==> config.mk <==
export PLATFORM = sky130hd
export DESIGN_NAME = pc_sequencer
export DESIGN_NICKNAME = d
export VERILOG_FILES = /design/src/rtl/pc_pkg.sv /design/src/rtl/pc_target_calc.sv /design/src/rtl/pc_sequencer.sv
export SDC_FILE = /design/constraint.sdc
export NUM_CORES = 1
export LEC_CHECK = 0
export CORE_MARGIN = 2
export CORE_UTILIZATION = 45
export DETAILED_ROUTE_END_ITERATION = 10
export GPL_TIMING_DRIVEN = 0
export HOLD_SLACK_MARGIN = 0.02
export PLACE_DENSITY_LB_ADDON = 0.3
export RECOVER_POWER = 100
export REMOVE_ABC_BUFFERS = 1
export SLEW_MARGIN = 40
export SYNTH_ARGS = -nofsm -noshare
export SYNTH_HDL_FRONTEND = slang
export SYNTH_SLANG_ARGS = --single-unit
==> constraint.sdc <==
create_clock -name clk -period 4.1 [get_ports clk]
set_clock_uncertainty 0.2 [all_clocks]
set_input_delay 0.615 -clock clk [delete_from_list [all_inputs] [get_ports clk]]
set_output_delay 0.615 -clock clk [all_outputs]
set_load 0.02 [all_outputs]
==> src/rtl/pc_pkg.sv <==
// Shared types for the PC sequencer: FSM states, redirect-select codes and the sequential step.
package pc_pkg;

   typedef enum logic [1:0] {
      ST_RESET_HOLD,
      ST_RUN,
      ST_STALL,
      ST_HALT
   } pc_state_t;

   typedef enum logic [1:0] {
      SEL_SEQ,
      SEL_BR,
      SEL_JMP,
      SEL_JR
   } redir_sel_t;

   localparam logic [31:0] PC_STEP = 32'd4;

endpackage

==> src/rtl/pc_target_calc.sv <==
// Combinational next-PC candidates: sequential, PC-relative branch and pseudo-direct jump.
module pc_target_calc
   import pc_pkg::*;
(
   input  logic [31:0] pc,
   input  logic [15:0] branch_imm,
   input  logic [25:0] jump_addr,
   output logic [31:0] seq_target,
   output logic [31:0] br_target,
   output logic [31:0] jmp_target
);

   logic [31:0] br_off;

   always_comb begin
      seq_target = pc + PC_STEP;
      br_off     = {{14{branch_imm[15]}}, branch_imm, 2'b00};
      br_target  = seq_target + br_off;
      jmp_target = {seq_target[31:28], jump_addr, 2'b00};
   end

endmodule

==> src/rtl/pc_sequencer.sv <==
// PC register, fetch FSM and buffered-redirect handling for the MIPS fetch stage.
// Optional MISALIGN_TRAP_EN: halt with misaligned=1 when an applied JR target is not word aligned.
module pc_sequencer
   import pc_pkg::*;
#(
   parameter logic [31:0] RESET_VECTOR = 32'h0000_0000
) (
   input  logic        clk,
   input  logic        rst,
   input  logic        stall,
   input  logic        imem_ready,
   input  logic        branch_taken,
   input  logic [15:0] branch_imm,
   input  logic        jump,
   input  logic [25:0] jump_addr,
   input  logic        jr,
   input  logic [31:0] jr_target,
   input  logic        halt_req,
   output logic        imem_req,
   output logic [31:0] pc,
   output logic [31:0] pc_plus4,
   output logic        halted,
   output logic        misaligned
);

   pc_state_t   state;
   redir_sel_t  sel;
   logic [31:0] seq_target, br_target, jmp_target, jr_eff;
   logic [31:0] redir_target, next_pc;
   logic [31:0] pend_target;
   logic        pend_valid;
   logic        redirect, advance, trap;

   pc_target_calc u_calc (
      .pc         (pc),
      .branch_imm (branch_imm),
      .jump_addr  (jump_addr),
      .seq_target (seq_target),
      .br_target  (br_target),
      .jmp_target (jmp_target)
   );

   assign pc_plus4 = seq_target;

   always_comb begin
`ifdef MISALIGN_TRAP_EN
      jr_eff = jr_target;
`else
      jr_eff = jr_target & ~32'h3;
`endif
      sel = SEL_SEQ;
      if (jr)                sel = SEL_JR;
      else if (jump)         sel = SEL_JMP;
      else if (branch_taken) sel = SEL_BR;
      redirect = jr | jump | branch_taken;
      case (sel)
         SEL_JR:  redir_target = jr_eff;
         SEL_JMP: redir_target = jmp_target;
         SEL_BR:  redir_target = br_target;
         default: redir_target = seq_target;
      endcase
      advance = (state == ST_RUN) && imem_ready && !stall;
      // A live redirect beats a buffered one; the buffer beats sequential flow.
      if (redirect)        next_pc = redir_target;
      else if (pend_valid) next_pc = pend_target;
      else                 next_pc = seq_target;
`ifdef MISALIGN_TRAP_EN
      trap = advance && (next_pc[1:0] != 2'b00);
`else
      trap = 1'b0;
`endif
   end

   always_ff @(posedge clk) begin
      if (rst) begin
         pc          <= RESET_VECTOR;
         state       <= ST_RESET_HOLD;
         imem_req    <= 1'b0;
         halted      <= 1'b0;
         misaligned  <= 1'b0;
         pend_valid  <= 1'b0;
         pend_target <= '0;
      end else begin
         case (state)
            ST_RESET_HOLD: begin
               state    <= ST_RUN;
               imem_req <= 1'b1;
            end
            ST_RUN, ST_STALL: begin
               if (halt_req || trap) begin
                  state      <= ST_HALT;
                  imem_req   <= 1'b0;
                  halted     <= 1'b1;
                  misaligned <= trap && !halt_req;
                  pend_valid <= 1'b0;
               end else begin
                  if (advance) begin
                     pc         <= next_pc;
                     pend_valid <= 1'b0;
                  end else if (redirect) begin
                     pend_valid  <= 1'b1;
                     pend_target <= redir_target;
                  end
                  state <= stall ? ST_STALL : ST_RUN;
               end
            end
            default: ;
         endcase
      end
   end

endmodule

## Yosys cells after proc, flatten, opt, wreduce, memory -nomap -nowiden

Index checks and enable logic that the tools add are counted.

- Add/subtract/negate cells: 2
- Equal/unequal tests: 6
- Multiplexer cells: 14
- Bitwise operators: 4
- Reduce and logical (&&, ||, !) cells: 12

Operators with widths:

| kind | count |
|---|---|
| $pmux 32 s3 | 1 |
| $mux 32 | 2 |
| $add 32x3->32 const B | 1 |
| $add 32x32->32 | 1 |
| $mux 2 | 4 |
| $eq 2x2->1 const B | 3 |
| $reduce_and 2->1 | 3 |
| $mux 1 | 5 |
| $eq 2x1->1 const B | 2 |
| $pmux 2 s2 | 1 |
| $reduce_and 4->1 | 1 |
| $reduce_and 3->1 | 1 |
| $reduce_bool 3->1 | 1 |
| $logic_and 1x1->1 | 2 |
| $logic_not 2->1 | 1 |
| $ne 2x2->1 const B | 1 |
| $not 1->1 | 2 |
| $or 1x1->1 | 2 |
| $pmux 1 s2 | 1 |
| $reduce_bool 2->1 | 1 |
| $reduce_or 2->1 | 1 |
| $logic_not 1->1 | 1 |

- Register bits after elaboration: 69
- Bits of input ports: 82
- Output and inout port bits: 67
- Logic and storage cells: 44

## Logic depth before layout (Yosys ltp)

Gate-level depths: netlist of the first run.

- Depth after elaboration: 6
- Mapped depth: 18
- Depth with buffers taken out: 16

## Hierarchy

Synthesis of the first run repeated with hierarchy kept, for this count alone.

- Cell total of the unflattened synthesis: 867
- Area total of the unflattened synthesis: 7076.8 um^2

Modules (own cells, without submodules):

| module | instances | cells each | area each (um^2) | seq. area each (um^2) |
|---|---|---|---|---|
| pc_sequencer | 1 | 495 | 4465.5 | 1381.3 |
| pc_target_calc | 1 | 372 | 2611.3 | 0.0 |

## Least setup slack after synthesis of the first run

OpenSTA, ideal clock, no wires.

- Path type: register to register
- Start: register pc[2]
- End: register pc[31]
- Library setup time: 0.144 ns
- Data arrival time: 4.064 ns
- Data required time: 3.756 ns
- Slack: -0.308 ns
- Cell stages (with the launch flop): 18
- Path buffers: 1
- Period minus slack after synthesis: 4.408 ns
- Path through: dfxtp_1 > ha_1 > nand3_1 > or3_1 > clkbuf_1 > or3_1 > nor2_1 > xor2_1 > ha_1 > a21o_1 > a21o_1 > a21oi_1 > o21ai_0 > a21oi_1 > o21ai_1 > xnor2_1 > a21oi_1 > a311oi_2

- Longest elaborated chain between the ends: 4
- Elaborated cells on any way between the ends: 5
- Classes of those cells: add/sub (2); mux (3)

Ends and longest elaborated chain:

| element | line | source |
|---|---|---|
| from (decl) | pc_sequencer.sv:20 | `output logic [31:0] pc,` |
| from (signal assigned) | pc_sequencer.sv:98 | `pc <= next_pc;` |
| $add 32x3->32 | pc_target_calc.sv:16 | `seq_target = pc + PC_STEP;` |
| via pc_plus4[24] | pc_sequencer.sv:21 | `output logic [31:0] pc_plus4,` |
| $add 32x32->32 | pc_target_calc.sv:18 | `br_target = seq_target + br_off;` |
| $pmux 32 s3 | pc_sequencer.sv:56 | `case (sel)` |
| $mux 32 | pc_sequencer.sv:64 | `if (redirect) next_pc = redir_target;` |

The timed path passes the listed nets, and every way through them passes these cells.
A chain may end at the register's enable or synchronous reset.

## Worst setup path in the final report of the first run

- Start: register pc[6]
- End: register pc[30]

- Longest elaborated chain between the ends: 4
- Elaborated cells on any way between the ends: 5
- Classes of those cells: add/sub (2); mux (3)

Ends and longest elaborated chain:

| element | line |
|---|---|
| $add 32x3->32 * | pc_target_calc.sv:16 |
| $add 32x32->32 | pc_target_calc.sv:18 |
| $pmux 32 s3 | pc_sequencer.sv:56 |
| $mux 32 * | pc_sequencer.sv:64 |

Mark *: on every way between the ends. The rest lies on a longest branch, timed or not.

==> qor.yml, run 1 <==
cts:
  htreeDepth: 3
  cts_root_buf: "clkbuf_16"
  clock_sinks: 69
  cts_buffers: 9
  cts_tree: "done"
  worstSkewPairLatency_ns: 0.35
  path_clk_slew_ns: 0.06
  cts_buffer_depth: 2
yosys:
  synth-edff-count: 0
  synthTopCellsByArea: "dfxtp_1 24%, ha_1 8.2%, nor2_1 6.9%"
  synth_top_area_share_pct: 24.4
  yosysTopAreaCell: "dfxtp_1"
  synthSimpleGateAreaFrac_pct: 23.5
  seq_area_frac_synth_pct: 24.4
  synth_compound_area_share_pct: 27.3
  synthArstFlopShare_pct: 0
  synth_top_cells_by_count: "104 x nor2_1, 71 x nand2_1, 69 x dfxtp_1, 60 x a21oi_1, 44 x clkbuf_1"
  post-synth-top-count-cell: "nor2_1"
  yosys.area_share.adder_pct: 8.52
  synth.avg_cell_area_sq_um: 7.48
  synth_xor_area_share_pct: 8.17
  synthFlopType: "dfxtp_1"
  synth_cell_type_count: 63
  syn_inst: 757
  yosysWarnings: 0
  synth_area_sq_um: 5670
  ys_ff_latch: 69
  synthMuxAreaShare_pct: 3.05
  synth_top_family_by_area: "compound AO/OA/AOI/OAI gates"
global_routing:
  grt_pass1_vias: 5769
  antenna_found_initial: 0
  grt_pass1_wl_um: 29300
  grt_remaining_overflow: 0
  grt_max_degree: 40
  grtUsageTotal_pct: 27.6
worst_setup_path:
  critPathLaunch: "pc[6]"
  crit_end: "pc[30]"
  startpoint_type: "register"
  crit_required_ns: 4.16
  cp-end-kind: "register"
  critPathKind: "register to register"
  critPathMaxFanout: 6
  reg2reg_slack_ns: 0.17
  r2r_end: "pc[30]"
  arrival_ns: 3.99
  rr_startpoint: "pc[6]"
  reg2reg_depth: 13
flow_run:
  drv_cap: 0
die:
  core-area_sq_um: 12200
  die_h_um: 116
  initial_core_util_pct: 46.6
  ios: 149
  die_w_um: 116
  dieArea_sq_um: 13500
  rows: 40
power:
  power_density_nw_per_um2: 276
  p_leak_nw: 3.25
  ir_drop_mv: 0.253
sta:
  hold_violations: 0
  fin_tns_setup_ns: 0
  fin_crit_ns: 3.93
  setup_viol: 0
  fmax_mhz: 255
  fin_ws_ns: 0.173
  slew_headroom_pct: 32.4
  finalCritPeriodShare_pct: 95.8
  worst_hold_slack_ns: 0.254
  drv_slew: 0
  worst_pin_slew_ns: 1.01
final_layout:
  area_growth_pct: 41.9
  drive_above_1_share_pct: 12.7
  final_core_util_pct: 66.1
  num_antenna_cells: 0
  num-nets-final: 1018
  design_area_sq_um: 8040
  fill_cells: 1071
route:
  routedWlPerCell_um: 17.3
  dr.pass1.iters: 8
  antenna_left: 0
  drc: 0
  wirelength_um: 18600
  initialDrtViolationCount: 499
  vias_per_cell: 5.83
  dr_total_vias: 6247
placement:
  dp_hpwl_um: 13600
  pre_cts_ws_ns: -0.497
  dpl_cell_area_sq_um: 7360
  port_buffers: 145
  gp_congestion: 0.947
outcome:
  status: "finished clean"
min_path:
  min_path_type: "register to register"
[report_power, final]
| group | internal (W) | switching, W | total (W) | leakage, nW |
|---|---|---|---|---|
| combinational | 0.000282 | 0.000327 | 0.000609 | 2.53 |
| clock | 0.000530 | 0.000312 | 0.000841 | 0.153 |
| sequential | 0.000722 | 0.0000473 | 0.000769 | 0.570 |
| total | 0.00153 | 0.000685 | 0.00222 | 3.25 |
[stage by stage]
stage	cells	total power, W
after floorplan	708	0.00111
after global placement	1021	0.00135
after detailed placement	1038	0.00137
after CTS	1061	0.00221
after global routing	1071	0.00232
final	1071	0.00222
[critical path: stages, from the launching register on]
cell and delay (ns):
dfxtp_2 0.39, and4_4 0.27, nand4_4 0.19, nor2_4 0.20, nand3_2 0.17, xnor2_2 0.19, ha_2 0.39, nand4_1 0.17
or2_1 0.32, o2111ai_2 0.25, nand2_1 0.16, or4_1 0.49, and3_1 0.21, a221oi_2 0.23
[routing by layer]
layer	global-route usage (%)	up-vias	routed length, um
li1	-	3057	-
met1	37.2	2934	8500
met2	44.4	232	8550
met3	5.45	24	1200
met4	9.29	0	306
met5	0	-	0
[cell type report]
type	count	area [sq um]	area share [%]
tap	168	210	2.62
inverter	23	86.3	1.07
sequential	69	1410	17.5
clock inverter	5	75.1	0.934
clock buffer	11	233	2.90
multi-input combinational	616	4260	53.0
timing repair buffer	179	1770	22.0
[registers in the layout, summed over array words and instances, names as in the netlist]
name and cells:
halted 1, imem_req 1, pc 32, pend_target 32, pend_valid 1, state 2
[cell usage in the layout, fill, tap and decap left out, drive strengths merged, types with 3 or more instances in the layout]
master         netlist  final
a211oi              19     19
a21o                13     13
a21oi               60     60
a221oi               7      7
a222oi              16     16
a22oi                4      4
a311oi              21     21
and3                 5      5
and4                 4      4
buf                  5     33
clkbuf              44     14
clkdlybuf4s50        0     90
clkinv               1      4
dfxtp               69     69
dlygate4sd3          0     52
ha                  37     37
inv                 22     22
mux2i               15     15
nand2               71     71
nand2b              18     18
nand3               22     22
nand4               13     13
nor2               104    104
nor2b                9      9
nor3                18     18
o2111ai              4      4
o211ai              19     19
o21a                 4      4
o21ai               37     37
o21bai               4      4
o22ai                6      6
or2                  3      3
or3                  5      5
or4                  3      3
xnor2               34     34
xor2                18     18
[worst min path at each step]
| stage | endpoint | slack, ns | depth (start not counted) | from |
|---|---|---|---|---|
| 2_1_floorplan | pend_target[0] | 0.23 | 2 | pend_target[0] |
| 3_3_place_gp | pend_target[0] | 0.24 | 2 | pend_target[0] |
| 4_1_cts | pend_target[1] | 0.25 | 2 | pend_target[1] |
| 6_report | pend_target[1] | 0.25 | 2 | pend_target[1] |
| 5_1_grt | pend_target[2] | 0.28 | 2 | pend_target[2] |
| 3_5_place_dp | pend_target[1] | 0.25 | 2 | pend_target[1] |
[logic make-up after synthesis]
logic type | count (synthesis)
AND/OR/NAND/NOR | 282
AO/OA/AOI/OAI | 226
buffers and inverters | 72
flip-flops | 69
XOR/XNOR | 52
adder cells (fa/ha/maj) | 38
multiplexers | 17
other | 1
[timing repair]
item / 4_1_cts / 5_1_grt
setup endpoints to repair: 33 / 28
gates resized for setup: 22 / 40
pin swaps: 5 / 13
hold buffers: 0 / 0
setup buffers: 7 / 10
Power figures use the tool's default switching activity.
==> run 2, diff against run 1 <==
SETUP_SLACK_MARGIN = 0.5   (was unset)
==> run 2 against run 1 <==
- critical path depth increased by 5
- largest power group unchanged
- via count increased by 8.9%
- global-route usage increased by 1.2 points
- count of clock-buffer cells in the layout unchanged
- fmax about the same
- first-iteration DRC count increased by 44%
- routed wire length increased by 16%
- die area unchanged
- setup slack got worse by 0.0032 ns
==> qor.yml, run 2 (synthesis gave the netlist of run 1 again) <==
sta:
  worst_pin_slew_ns: 0.882
  setup_viol: 0
  hold_violations: 0
  grt_setup_unrepaired: "true"
  fin_tns_setup_ns: 0
  worst_hold_slack_ns: 0.253
  fin_crit_ns: 3.93
  fmax_mhz: 254
  slew_headroom_pct: 40.7
  drv_slew: 0
  finalCritPeriodShare_pct: 95.9
  fin_ws_ns: 0.170
die:
  die_h_um: 116
  rows: 40
  core-area_sq_um: 12200
  initial_core_util_pct: 46.6
  dieArea_sq_um: 13500
  die_w_um: 116
  ios: 149
route:
  routedWlPerCell_um: 19.1
  wl_met3_um: 1820
  vias_per_cell: 6.02
  wl_met2_um: 10200
  initialDrtViolationCount: 720
  drc: 0
  wirelength_um: 21600
  dr_total_vias: 6805
  m1WireLength_um: 8840
  antenna_left: 0
  top_layer_used: "met4"
  dr.pass1.iters: 7
outcome:
  status: "finished clean"
worst_setup_path:
  critPathLaunch: "pc[2]"
  slowest_delay_ns: 0.42
  startpoint_type: "register"
  cp_cell_sequence: "ha_4 > nand3_2 > or3_4 > buf_6 > nor2_4 > xor2_2 > ha_4 > nand4_1 > buf_4 > a2bb2oi_4 > o2111ai_4 > a21oi_4 > buf_6 > buf_6 > mux2i_4 > o2111ai_2 > o22ai_1 > nor2_1"
  critPathMaxFanout: 6
  crit_required_ns: 4.14
  reg2reg_slack_ns: 0.17
  rr_startpoint: "pc[2]"
  arrival_ns: 3.97
  cp-end-kind: "register"
  path_buf_inv: 4
  r2r_end: "pc[28]"
  critPathKind: "register to register"
  path_common_cell: "buf_6"
  slowest_stage: "or3_4"
  reg2reg_depth: 18
  worst-path-stages: 18
  crit_end: "pc[28]"
  path_delay_family: "compound AO/OA/AOI/OAI gates"
power:
  clkPwrFrac_pct: 36.7
  netSwitchingFraction_pct: 31.8
  power_density_nw_per_um2: 256
  switchingPower_w: 0.000733
  p_int_w: 0.00157
  combPwrFrac_pct: 30.1
  p_leak_nw: 3.71
  ir_drop_mv: 0.250
  seq_power_share_pct: 33.2
final_layout:
  area_growth_pct: 58.9
  reg_top3: "pc x32, pend_target x32, state x2"
  drive_above_1_share_pct: 23.9
  fill_cells: 894
  layout_common_cells: "96 x nor2_1, 75 x clkdlybuf4s50_1, 67 x buf_4"
  final_core_util_pct: 74.0
  num_antenna_cells: 0
  final_common_cell: "nor2_1"
  num-nets-final: 1077
cts:
  cts_buffers: 9
  cts_root_buf: "clkbuf_16"
  path_clk_slew_ns: 0.06
  cts_hold_buf: 0
  cts_buffer_depth: 2
  cts_tree: "done"
  worstSkewPairLatency_ns: 0.35
  clock_sinks: 69
  htreeDepth: 3
flow_run:
  drv_cap: 0
min_path:
  min_path_type: "register to register"
placement:
  gp_congestion: 0.947
  pre_cts_ws_ns: -0.497
  dp_hpwl_um: 13600
  port_buffers: 145
global_routing:
  grt_remaining_overflow: 0
  grt_pass1_vias: 6030
  grt_pass1_wl_um: 30600
  grt_max_degree: 40
  grtUsageTotal_pct: 28.8
  antenna_found_initial: 0
-- run 2: timing repair --
item                                    CTS  global route
endpoints found under the setup margin   58            35
setup buffers                            38            38
gates resized for setup                  92            96
pin swaps                                37            75
-- run 2: worst register-to-register path, cell delays in order, from the launching register on --
cell and delay (ns):
dfxtp_1 0.40, ha_4 0.18, nand3_2 0.07, or3_4 0.42, buf_6 0.15, nor2_4 0.10, xor2_2 0.24, ha_4 0.27
nand4_1 0.19, buf_4 0.16, a2bb2oi_4 0.24, o2111ai_4 0.16, a21oi_4 0.28, buf_6 0.14, buf_6 0.09, mux2i_4 0.23
o2111ai_2 0.13, o22ai_1 0.13, nor2_1 0.06
-- run 2: worst min-delay path by stage --
stage	from	end	slack, ns	cells after the start
final	pend_target[1]	pend_target[1]	0.25	2
after global routing	pend_target[2]	pend_target[2]	0.28	2
after CTS	pend_target[1]	pend_target[1]	0.25	2
after detailed placement	pend_target[1]	pend_target[1]	0.25	2
after global placement	pend_target[0]	pend_target[0]	0.24	2
after floorplan	pend_target[0]	pend_target[0]	0.23	2
-- run 2: power groups by stage --
| stage | Clock, W | Combinational, W | Sequential (W) |
|---|---|---|---|
| 6_report | 0.000846 | 0.000693 | 0.000767 |
| 5_1_grt | 0.000887 | 0.000747 | 0.000774 |
| 4_1_cts | 0.000849 | 0.000629 | 0.000768 |
| 3_5_place_dp | 0 | 0.000587 | 0.000782 |
| 2_1_floorplan | 0 | 0.000319 | 0.000794 |
| 3_3_place_gp | 0 | 0.000549 | 0.000797 |
-- run 2: per-layer routing --
| metal | track usage (%) | up-vias |
|---|---|---|
| li1 | - | 3180 |
| met1 | 38.6 | 3189 |
| met2 | 46.0 | 373 |
| met3 | 5.86 | 63 |
| met4 | 10.7 | 0 |
| met5 | 0 | - |
-- run 2: area by class of cell --
type | count | area (sq um) | area share [%]
Timing Repair Buffer | 238 | 2250 | 25.0
Sequential cell | 69 | 1430 | 15.9
Clock inverter | 5 | 75.1 | 0.834
Clock buffer | 11 | 233 | 2.58
Tap cell | 168 | 210 | 2.33
Inverter | 23 | 86.3 | 0.959
Multi-Input combinational cell | 616 | 4710 | 52.4
-- run 2: through the flow --
stage                     instance area (sq um)  power (W)  std cells
after detailed placement                   7360    0.00137       1038
after global routing                       9000    0.00241       1130
after floorplan                            5470    0.00111        708
final                                      9000    0.00231       1130
after global placement                     7130    0.00135       1021
after CTS                                  8280    0.00225       1092
==> run 3, diff against run 2 <==
SKIP_CTS_REPAIR_TIMING = 1   (was unset)
==> run 3 against run 2 <==
- first-iteration DRC count fell by 19%
- core utilization fell by 4.3 points
- cell count fell by 3.2%
- critical endpoint is now pc[31]
- critical path depth fell by 2
- count of clock-buffer cells in the layout did not move
- routed wire length fell by 8.8%
- power fell by 2.0%
- flip-flop and latch count did not move
- via count fell by 5.1%
- largest cell class unchanged
==> qor.yml, run 3 (synthesis gave the netlist of run 1 again) <==
outcome:
  status: "finished clean"
global_routing:
  grtUsageTotal_pct: 27.3
  grt_pass1_vias: 5671
  grt_max_degree: 40
  antenna_found_initial: 0
  grt_remaining_overflow: 0
  grt_pass1_wl_um: 29000
cts:
  clock_sinks: 69
  cts_buffer_depth: 2
  path_clk_slew_ns: 0.06
  worstSkewPairLatency_ns: 0.35
  cts_root_buf: "clkbuf_16"
  cts_tree: "done"
  cts_buffers: 9
  htreeDepth: 3
placement:
  port_buffers: 145
  dp_hpwl_um: 13600
  gp_congestion: 0.947
final_layout:
  final_common_cell: "nor2_1"
  drive_above_1_share_pct: 18.3
  final_core_util_pct: 69.8
  reg_top3: "pc x32, pend_target x32, state x2"
  num_antenna_cells: 0
  num-nets-final: 1041
  area_growth_pct: 49.8
  layout_common_cells: "97 x nor2_1, 75 x clkdlybuf4s50_1, 66 x nand2_1"
route:
  antenna_left: 0
  dr.pass1.iters: 9
  routedWlPerCell_um: 18.0
  vias_per_cell: 5.90
  initialDrtViolationCount: 583
  drc: 0
  wirelength_um: 19700
  dr_total_vias: 6455
sta:
  fmax_mhz: 253
  worst_pin_slew_ns: 1.01
  hold_violations: 0
  setup_viol: 0
  grt_setup_unrepaired: "true"
  worst_hold_slack_ns: 0.254
  drv_slew: 0
  slew_headroom_pct: 32.3
  finalCritPeriodShare_pct: 96.5
  fin_crit_ns: 3.96
worst_setup_path:
  critPathMaxFanout: 7
  reg2reg_depth: 16
  cp-end-kind: "register"
  crit_required_ns: 4.12
  critPathKind: "register to register"
  startpoint_type: "register"
  arrival_ns: 3.98
die:
  rows: 40
  ios: 149
  die_h_um: 116
  die_w_um: 116
  core-area_sq_um: 12200
  dieArea_sq_um: 13500
  initial_core_util_pct: 46.6
power:
  power_density_nw_per_um2: 266
  ir_drop_mv: 0.251
  p_leak_nw: 3.45
  finalPower_w: 0.00226
min_path:
  min_delay_path_depth: 2
  min_path_type: "register to register"
flow_run:
  drv_cap: 0
==> run 3: worst max-delay path, cell delays in order (launching register included) <==
cell and delay [ns]:
dfxtp_4 0.38, ha_4 0.15, nand3_2 0.08, or3_4 0.48, or2_0 0.31, nor2_2 0.14
xnor2_2 0.19, ha_4 0.29, a21oi_1 0.28, o21ai_4 0.11, nor3_1 0.25, o211ai_1 0.20
nand3_1 0.18, o21ai_1 0.12, xnor2_1 0.16, a21oi_2 0.21, a311oi_2 0.12
==> run 3: layout make-up <==
cell class	count	area (sq um)
multi-input cells	616	4540
flip-flops and latches	69	1420
clock buffers	11	233
well taps	168	210
fillers	991	3680
repair buffers	202	1910
clock inverters	5	75.1
inverters	23	86.3
==> run 3: final timing paths <==
check | from | to | slack (ns)
max | pc[2] | pc[31] | 0.14
min | pend_target[0] | pend_target[0] | 0.25
max reg2reg | pc[2] | pc[31] | 0.14
min reg2reg | pend_target[0] | pend_target[0] | 0.25
==> run 3: power by group <==
part / total (W) / switching (W) / internal (W)
logic: 0.000646 / 0.000347 / 0.000299
clock network: 0.000846 / 0.000316 / 0.000530
registers: 0.000767 / 0.0000485 / 0.000718
total: 0.00226 / 0.000711 / 0.00155
==> run 3: metal layers <==
| layer | up-vias | track usage [%] | share of wire [%] |
|---|---|---|---|
| met2 | 281 | 43.5 | 46 |
| li1 | 3101 | - | - |
| met1 | 3036 | 37.1 | 43 |
| met3 | 37 | 5.55 | 8.2 |
| met4 | 0 | 9.05 | 2.2 |
| met5 | - | 0 | 0 |
==> run 3: stage by stage <==
| stage | setup WS [ns] | area [sq um] | TNS [ns] | cells |
|---|---|---|---|---|
| 2_1_floorplan | -0.362 | 5470 | -3.86 | 708 |
| 3_3_place_gp | -4.57 | 7130 | -176.54 | 1021 |
| 3_5_place_dp | -0.497 | 7360 | -7.36 | 1038 |
| 4_1_cts | -0.540 | 7670 | -9.29 | 1054 |
| 5_1_grt | 0.00948 | 8490 | 0 | 1094 |
| 6_report | 0.145 | 8490 | 0 | 1094 |
